File: src/rtl/gbuf_if.sv
// Stream and global-buffer bus bundle for gbuf_controller.
// The master modport is the controller's side of the bundle; the slave modport is the host link and buffer side.
interface gbuf_if #(
  parameter int ADDR_W = 10,
  parameter int DATA_W = 8
);
  logic              s_valid;
  logic [DATA_W-1:0] s_data;
  logic              s_ready;
  logic              m_valid;
  logic [DATA_W-1:0] m_data;
  logic              m_ready;
  logic [ADDR_W-1:0] gb_address;
  logic [DATA_W-1:0] gb_data_in;
  logic              gb_write_enable;
  logic [DATA_W-1:0] gb_rdata;

  modport master (
    input  s_valid, s_data, m_ready, gb_rdata,
    output s_ready, m_valid, m_data, gb_address, gb_data_in, gb_write_enable
  );

  modport slave (
    output s_valid, s_data, m_ready, gb_rdata,
    input  s_ready, m_valid, m_data, gb_address, gb_data_in, gb_write_enable
  );
endinterface

File: src/rtl/gbuf_controller.sv
// Global-buffer initiator. Load mode writes a byte stream to consecutive addresses.
// Dump mode reads a consecutive address range back out as a byte stream.
module gbuf_controller #(
  parameter int ADDR_W = 10,
  parameter int DATA_W = 8,
  parameter int DEPTH  = 128
) (
  input  logic              clk,
  input  logic              rst,
  input  logic              start,
  input  logic              mode,
  input  logic [ADDR_W-1:0] base_addr,
  input  logic [ADDR_W-1:0] length,
  output logic              busy,
  output logic              done,
  output logic              err,
  gbuf_if.master            bus
);

  typedef enum logic [2:0] {
    S_IDLE, S_LOAD, S_DUMP_ISSUE, S_DUMP_WAIT, S_DUMP_OUT, S_DONE
  } state_t;

  localparam logic [ADDR_W:0]   DEPTH_X   = (ADDR_W+1)'(DEPTH);
  localparam logic [ADDR_W-1:0] LAST_ADDR = ADDR_W'(DEPTH - 1);
  localparam logic [ADDR_W-1:0] ONE       = ADDR_W'(1);

  state_t state_q, state_d;

  logic [ADDR_W-1:0] ptr_q, ptr_d, cnt_q, cnt_d, ptr_inc;
  logic              busy_d, done_d, err_d;
  logic              s_ready_q, s_ready_d, m_valid_q, m_valid_d, we_q, we_d;
  logic [ADDR_W-1:0] addr_q, addr_d;
  logic [DATA_W-1:0] din_q, din_d, m_data_q, m_data_d;

  logic cmd_bad, cmd_go, s_hs, m_hs, last;

  // Range checks are done one bit wider so DEPTH itself is representable.
  assign cmd_bad = ({1'b0, base_addr} >= DEPTH_X) || ({1'b0, length} > DEPTH_X);
  assign cmd_go  = start && !cmd_bad && (length != '0);
  assign s_hs    = bus.s_valid & s_ready_q;
  assign m_hs    = m_valid_q & bus.m_ready;
  assign last    = (cnt_q == ONE);
  assign ptr_inc = (ptr_q == LAST_ADDR) ? '0 : ptr_q + ONE;

  // NOTE: sequential state uses non-blocking assignments so every flop samples pre-edge values.
  always_ff @(posedge clk) begin
    if (rst) state_q <= S_IDLE;
    else     state_q <= state_d;
  end

  always_comb begin
    state_d = state_q;
    unique case (state_q)
      S_IDLE: begin
        if (start) begin
          if (!cmd_go)   state_d = S_DONE;
          else if (mode) state_d = S_DUMP_ISSUE;
          else           state_d = S_LOAD;
        end
      end
      S_LOAD:       if (s_hs && last) state_d = S_DONE;
      S_DUMP_ISSUE: state_d = S_DUMP_WAIT;
      S_DUMP_WAIT:  state_d = S_DUMP_OUT;
      S_DUMP_OUT:   if (m_hs) state_d = last ? S_DONE : S_DUMP_ISSUE;
      S_DONE:       state_d = S_IDLE;
      default:      state_d = S_IDLE;
    endcase
  end

  // Next values of the registered outputs; they appear together with state_d.
  // NOTE: every signal assigned here gets a default first, so no latches are inferred.
  always_comb begin
    busy_d    = (state_d != S_IDLE);
    done_d    = (state_d == S_DONE);
    err_d     = 1'b0;
    s_ready_d = (state_d == S_LOAD);
    m_valid_d = (state_d == S_DUMP_OUT);
    we_d      = 1'b0;
    addr_d    = addr_q;
    din_d     = din_q;
    m_data_d  = m_data_q;
    ptr_d     = ptr_q;
    cnt_d     = cnt_q;
    unique case (state_q)
      S_IDLE: begin
        err_d = start & cmd_bad;
        if (cmd_go) begin
          ptr_d = base_addr;
          cnt_d = length;
          // Dump presents the first address immediately so the read issues in DUMP_ISSUE.
          if (mode) addr_d = base_addr;
        end
      end
      S_LOAD: begin
        if (s_hs) begin
          we_d   = 1'b1;
          addr_d = ptr_q;
          din_d  = bus.s_data;
          ptr_d  = ptr_inc;
          cnt_d  = cnt_q - ONE;
        end
      end
      S_DUMP_WAIT: m_data_d = bus.gb_rdata;
      S_DUMP_OUT: begin
        if (m_hs) begin
          ptr_d  = ptr_inc;
          cnt_d  = cnt_q - ONE;
          addr_d = ptr_inc;
        end
      end
      default: ;
    endcase
  end

  always_ff @(posedge clk) begin
    if (rst) begin
      busy      <= 1'b0;
      done      <= 1'b0;
      err       <= 1'b0;
      s_ready_q <= 1'b0;
      m_valid_q <= 1'b0;
      we_q      <= 1'b0;
      addr_q    <= '0;
      din_q     <= '0;
      m_data_q  <= '0;
      ptr_q     <= '0;
      cnt_q     <= '0;
    end else begin
      busy      <= busy_d;
      done      <= done_d;
      err       <= err_d;
      s_ready_q <= s_ready_d;
      m_valid_q <= m_valid_d;
      we_q      <= we_d;
      addr_q    <= addr_d;
      din_q     <= din_d;
      m_data_q  <= m_data_d;
      ptr_q     <= ptr_d;
      cnt_q     <= cnt_d;
    end
  end

  assign bus.s_ready         = s_ready_q;
  assign bus.m_valid         = m_valid_q;
  assign bus.m_data          = m_data_q;
  assign bus.gb_address      = addr_q;
  assign bus.gb_data_in      = din_q;
  assign bus.gb_write_enable = we_q;

endmodule

File: src/flat_wrapper.sv
// flat-port wrapper written by rule: the top's interface ports become plain ports
module gbuf_controller_flat 
#(
  parameter int ADDR_W = 10,
  parameter int DATA_W = 8,
  parameter int DEPTH  = 128
)
  (clk, rst, start, mode, base_addr, length, busy, done, err, bus_s_valid, bus_s_data, bus_m_ready, bus_gb_rdata, bus_s_ready, bus_m_valid, bus_m_data, bus_gb_address, bus_gb_data_in, bus_gb_write_enable);
  gbuf_if #(.ADDR_W(ADDR_W), .DATA_W(DATA_W)) bus_i ();
  input  logic clk;
  input  logic rst;
  input  logic start;
  input  logic mode;
  input  logic [ADDR_W-1:0] base_addr;
  input  logic [ADDR_W-1:0] length;
  output logic busy;
  output logic done;
  output logic err;
  input wire logic [$bits(bus_i.s_valid)-1:0] bus_s_valid;
  input wire logic [$bits(bus_i.s_data)-1:0] bus_s_data;
  input wire logic [$bits(bus_i.m_ready)-1:0] bus_m_ready;
  input wire logic [$bits(bus_i.gb_rdata)-1:0] bus_gb_rdata;
  output wire logic [$bits(bus_i.s_ready)-1:0] bus_s_ready;
  output wire logic [$bits(bus_i.m_valid)-1:0] bus_m_valid;
  output wire logic [$bits(bus_i.m_data)-1:0] bus_m_data;
  output wire logic [$bits(bus_i.gb_address)-1:0] bus_gb_address;
  output wire logic [$bits(bus_i.gb_data_in)-1:0] bus_gb_data_in;
  output wire logic [$bits(bus_i.gb_write_enable)-1:0] bus_gb_write_enable;
  assign bus_i.s_valid = bus_s_valid;
  assign bus_i.s_data = bus_s_data;
  assign bus_i.m_ready = bus_m_ready;
  assign bus_i.gb_rdata = bus_gb_rdata;
  assign bus_s_ready = bus_i.s_ready;
  assign bus_m_valid = bus_i.m_valid;
  assign bus_m_data = bus_i.m_data;
  assign bus_gb_address = bus_i.gb_address;
  assign bus_gb_data_in = bus_i.gb_data_in;
  assign bus_gb_write_enable = bus_i.gb_write_enable;
  gbuf_controller #(.ADDR_W(ADDR_W), .DATA_W(DATA_W), .DEPTH(DEPTH)) u_core (.clk(clk), .rst(rst), .start(start), .mode(mode), .base_addr(base_addr), .length(length), .busy(busy), .done(done), .err(err), .bus(bus_i));
endmodule
File: config.mk
export PLATFORM = sky130hd
export DESIGN_NAME = gbuf_controller_flat
export DESIGN_NICKNAME = d
export VERILOG_FILES = /design/src/rtl/gbuf_if.sv /design/src/rtl/gbuf_controller.sv /design/src/flat_wrapper.sv
export SDC_FILE = /design/constraint.sdc
export NUM_CORES = 1
export LEC_CHECK = 0
export ABC_CLOCK_PERIOD_IN_PS = 3700
export CAP_MARGIN = 5
export CORE_MARGIN = 3
export CORE_UTILIZATION = 44
export CTS_BUF_LIST = sky130_fd_sc_hd__clkbuf_8
export DETAILED_ROUTE_END_ITERATION = 8
export PLACE_DENSITY_LB_ADDON = 0.08
export SLEW_MARGIN = 10
export SYNTH_ARGS = -nofsm -noshare
export SYNTH_HDL_FRONTEND = slang
export SYNTH_SLANG_ARGS = --single-unit
export TNS_END_PERCENT = 100
File: constraint.sdc
create_clock -name clk -period 3.7 [get_ports clk]
set_input_delay 0.555 -clock clk [delete_from_list [all_inputs] [get_ports clk]]
set_output_delay 0.555 -clock clk [all_outputs]
set_load 0.02 [all_outputs]
==> summary.md <==
| Metric | Value |
|---|---|
| Syn Area/Cell | 8.36 µm² |
| Placed Instance Area | 3980 µm² |
| Number of sinks on the clock net | 55 |
| Half-perimeter wire length after placement | 6390 µm |
| Fraction of the mapped netlist area in compound gates | 31.1% |
| Number of detailed-routing iterations run before antenna repair | 4 |
| Initial Util | 46.5% |
| Async set-reset flop share out of synthesis | 0% |
| Adder-Cell Fraction of Synth Area | 1.16% |
| Post-CTS resize count | 0 |
| Synth Cell Area | 3230 µm² |
| Tcrit/Tclk final | 79.8% |
| Max Cap Viol | 0 |
| Max Transition Viols Final | 0 |
| Vertical die dimension | 91.6 µm |
| Remaining global-route overflow | 0 |
| Setup slack of the critical path after layout | 746 ps |
| DRT iter0 DRCs | 209 |
| Number of post-CTS setup repair buffers | 0 |
| Number of failing setup endpoints in the final timing report | 0 |
| Cell-by-cell trace of the critical path | clkdlybuf4s50_1, or4_4, or3_1, a41oi_2, buf_4, nor4_1, a31o_1 |
| Syn Nets | 431 |
| Chip Width | 91.6 µm |
| Highest Clock Rate | 339 MHz |
| Clock tree from TritonCTS | built |
| Root Driver | sky130_fd_sc_hd__clkbuf_8 |
| Type of the worst min-delay path | register to register |
| I/O pin count | 74 |
| Sequential fraction of the synthesis area | 34.1% |
| Detailed-route vias per instance | 5.92 |
| Highest-utilization routing layer at the global route stage | met2 |
| Number of instances on the worst hold path | 2 |
| End point of the most critical hold path | u_core.bus.gb_data_in[1] |
| Antenna violations before repair | 0 |
| WL per Instance | 16.6 µm |
| Register-to-register setup slack | 1070 ps |
| Final cell area excluding filler cells | 4120 µm² |
| Required time of the critical path | 3920 ps |
| RR Startpoint | u_core.state_q[2] |
| Clock edge transition at the registers on the reported setup and hold paths | 100 ps |
| Worst slew slack as a fraction of its limit | 33.2% |
| Worst Reg-to-Reg Cells | 6 |
| Share of cells above drive strength 1 | 9.64% |
| Met1 Use GR | 28.8% |
| # hold bufs at CTS | 0 |
| Port-buffer cells | 73 |
| VDD IR-drop max | 0.195 mV |
| Std-Cell Core Area | 6940 µm² |
| WP data arrival | 3170 ps |
| Place WS | 451 ps |
| Overall fraction of global-route tracks in use | 21.5% |
| Number of cells in the finished layout apart from fillers | 542 |
| Wire length of the first global-routing pass | 14,800 µm |
| Bufs on Longest Clock Path | 2 |
| Sum of negative setup slack | 0 ps |
| Number of warnings printed during yosys synthesis | 0 |
| Fin crit period | 2950 ps |
| Die ar. | 8390 µm² |
| Run status | finished clean |
| Sum of buffers and inverters on the critical path | 2 |
| Reg-to-Reg End | u_core.bus.gb_address[4] |
| Area overhead of the layout relative to synthesis | 27.7% |
| Final core occ | 59.3% |
| Worst-path fanout max | 14 |
| Worst Max-Slew Pin Slew | 998 ps |
| Power density normalized to cell area | 430 nW/µm² |
| Num CTS Buffers | 5 |
| Flops & latches, synth | 55 |
| GR Util met2 | 33.6% |
| Antenna Violating Nets Remaining | 0 |
| Startpoint of the most critical hold path | u_core.bus.gb_data_in[1] |
| Nature of the critical path endpoint | register |
| Synth Area in Simple Gates | 22.6% |
| Largest stage delay on the critical path | 580 ps |
| Count of standard-cell rows | 30 |
| Worst setup SP type | input port |
| Post-synth EDFFs | 0 |
| H-tree level count | 2 |
| Start-to-end type of the worst setup path | input port to register |
| Post-Place Cells | 534 |
| Vias | 3,208 |
| Gate count after technology mapping | 386 |
| Unrepaired setup endpoints after global routing | no |
| Diodes inserted | 0 |
| Post-synthesis mux area share | 3.14% |
| Share of the synthesized netlist area taken by xor and xnor gates | 1.36% |
| Dominant combinational cell family by area after synthesis | compound AO/OA/AOI/OAI gates |
| Maximum clock skew at final layout | 4.99 ps |
| Most used flip-flop cell after synthesis | sky130_fd_sc_hd__dfxtp_1 |
| Leakage dissipation | 1.45 nW |
| Largest net degree at the start of global routing | 47 |
| Worst-path cell with the longest stage delay | sky130_fd_sc_hd__or4_4 |
| Final hold violation count | 0 |
| Later-pin clock latency in the skew report | 320 ps |
| Critical Path Start | length[2] |
| Number of nets in the finished design | 490 |
| Global routing met3 resource utilization | 5.25% |
| Gp weighted congestion | 0.872 |
| Via count of the first global-routing pass | 3,017 |
| Post-detailed-routing wire length | 9020 µm |
| Synth cell types | 72 |
| Number of design rule violations left after detail routing | 0 |
| Cell type group with the largest total delay on the critical path | simple AND/OR/NAND/NOR gates |
## power by group
part           leakage, nW  total, mW  switching, mW  internal (mW)
clock               0.0644      0.482          0.212          0.270
combinational        0.940      0.594          0.342          0.252
sequential           0.448      0.693         0.0481          0.645
total                 1.45       1.77          0.602           1.17
## metrics by stage
stage | hold slack, ps | total power [mW]
finish | 460 | 1.77
global route | 486 | 1.86
CTS | 460 | 1.77
detailed placement | 446 | 1.29
global placement | 441 | 1.29
floorplan | 460 | 1.11
## cell families after synthesis
logic type	count (synthesis)
multiplexers	10
flip-flops	55
AO/OA/AOI/OAI	129
XOR/XNOR	5
AND/OR/NAND/NOR	140
buffers and inverters	44
adder cells (fa/ha/maj)	3
## cell usage in the layout, fill, tap and decap left out, drive strengths merged, types with 4 or more instances in the layout
| cell | instances |
|---|---|
| mux2i | 9 |
| o221ai | 4 |
| or3 | 6 |
| and2 | 4 |
| nor3 | 20 |
| clkbuf | 5 |
| o211ai | 6 |
| buf | 10 |
| o32ai | 4 |
| dfxtp | 55 |
| a2111oi | 7 |
| a211oi | 9 |
| a21oi | 35 |
| nand2b | 5 |
| o311ai | 4 |
| nor2b | 8 |
| clkdlybuf4s50 | 72 |
| a31o | 6 |
| nand2 | 34 |
| o31ai | 12 |
| inv | 14 |
| nor3b | 5 |
| o21ai | 13 |
| a31oi | 5 |
| nor2 | 25 |
| nand3 | 12 |
| nor4 | 5 |
## cell usage after synthesis (all sizes together), types with 2 or more instances
cell     number  share of area (%)
dfxtp        55                 34
a21oi        35                5.4
nand2        34                4.0
nor2         25                3.0
nor3         20                3.3
clkbuf       19                2.2
inv          14                1.6
o21ai        13                2.4
nand3        12                1.9
o31ai        12                3.9
buf          11                2.7
a211oi        9                2.6
mux2i         9                2.8
nor2b         8                1.6
a2111oi       7                2.2
a31o          6                1.6
o211ai        6                1.4
or3           6                1.2
a31oi         5                1.4
nand2b        5               0.97
nor3b         5                1.2
nor4          5                1.2
and2          4               0.78
o221ai        4                1.1
o311ai        4                1.1
o32ai         4                1.6
a21boi        3               0.70
a21o          3               0.70
and3          3               0.58
ha            3                1.2
nand3b        3               0.70
or2           3               0.58
xnor2         3               0.81
a311oi        2               0.54
a32oi         2               0.54
a41oi         2               0.78
nand4         2               0.39
o211a         2               0.62
o22ai         2               0.39
o31a          2               0.54
xor2          2               0.54
## layout make-up
cell class / instances / area (µm²)
clock buffer: 5 / 68.8
clock inverter: 3 / 67.6
fill: 623 / 2830
inverter: 14 / 52.6
multi-input combinational: 287 / 1910
sequential: 55 / 1100
tap: 96 / 120
timing repair buffer: 82 / 793
## worst max path at each step
stage / endpoint / cells past startpoint
final: u_core.ptr_q[5] / 7
after global routing: u_core.ptr_q[5] / 7
after CTS: u_core.ptr_q[5] / 7
after detailed placement: u_core.ptr_q[5] / 7
after global placement: u_core.ptr_q[5] / 7
after floorplan: u_core.ptr_q[0] / 8
## tightest hold or removal path: stages (launching register included)
cell and delay (ps):
sky130_fd_sc_hd__dfxtp_1 320, sky130_fd_sc_hd__nand2_1 50, sky130_fd_sc_hd__a21oi_1 50
## routing by layer
metal,up-vias,wire length [µm]
li1,1557,-
met1,1520,4020
met2,116,4050
met3,15,755
met4,0,197
met5,-,0
## registers in the layout, indices dropped and copies added, names as in the netlist, 3 cells and up
register               flops
u_core.bus.gb_address     10
u_core.bus.gb_data_in      8
u_core.bus.m_data          8
u_core.cnt_q              10
u_core.ptr_q              10
u_core.state_q             3
Note: power is estimated with default switching activity, not from simulation.
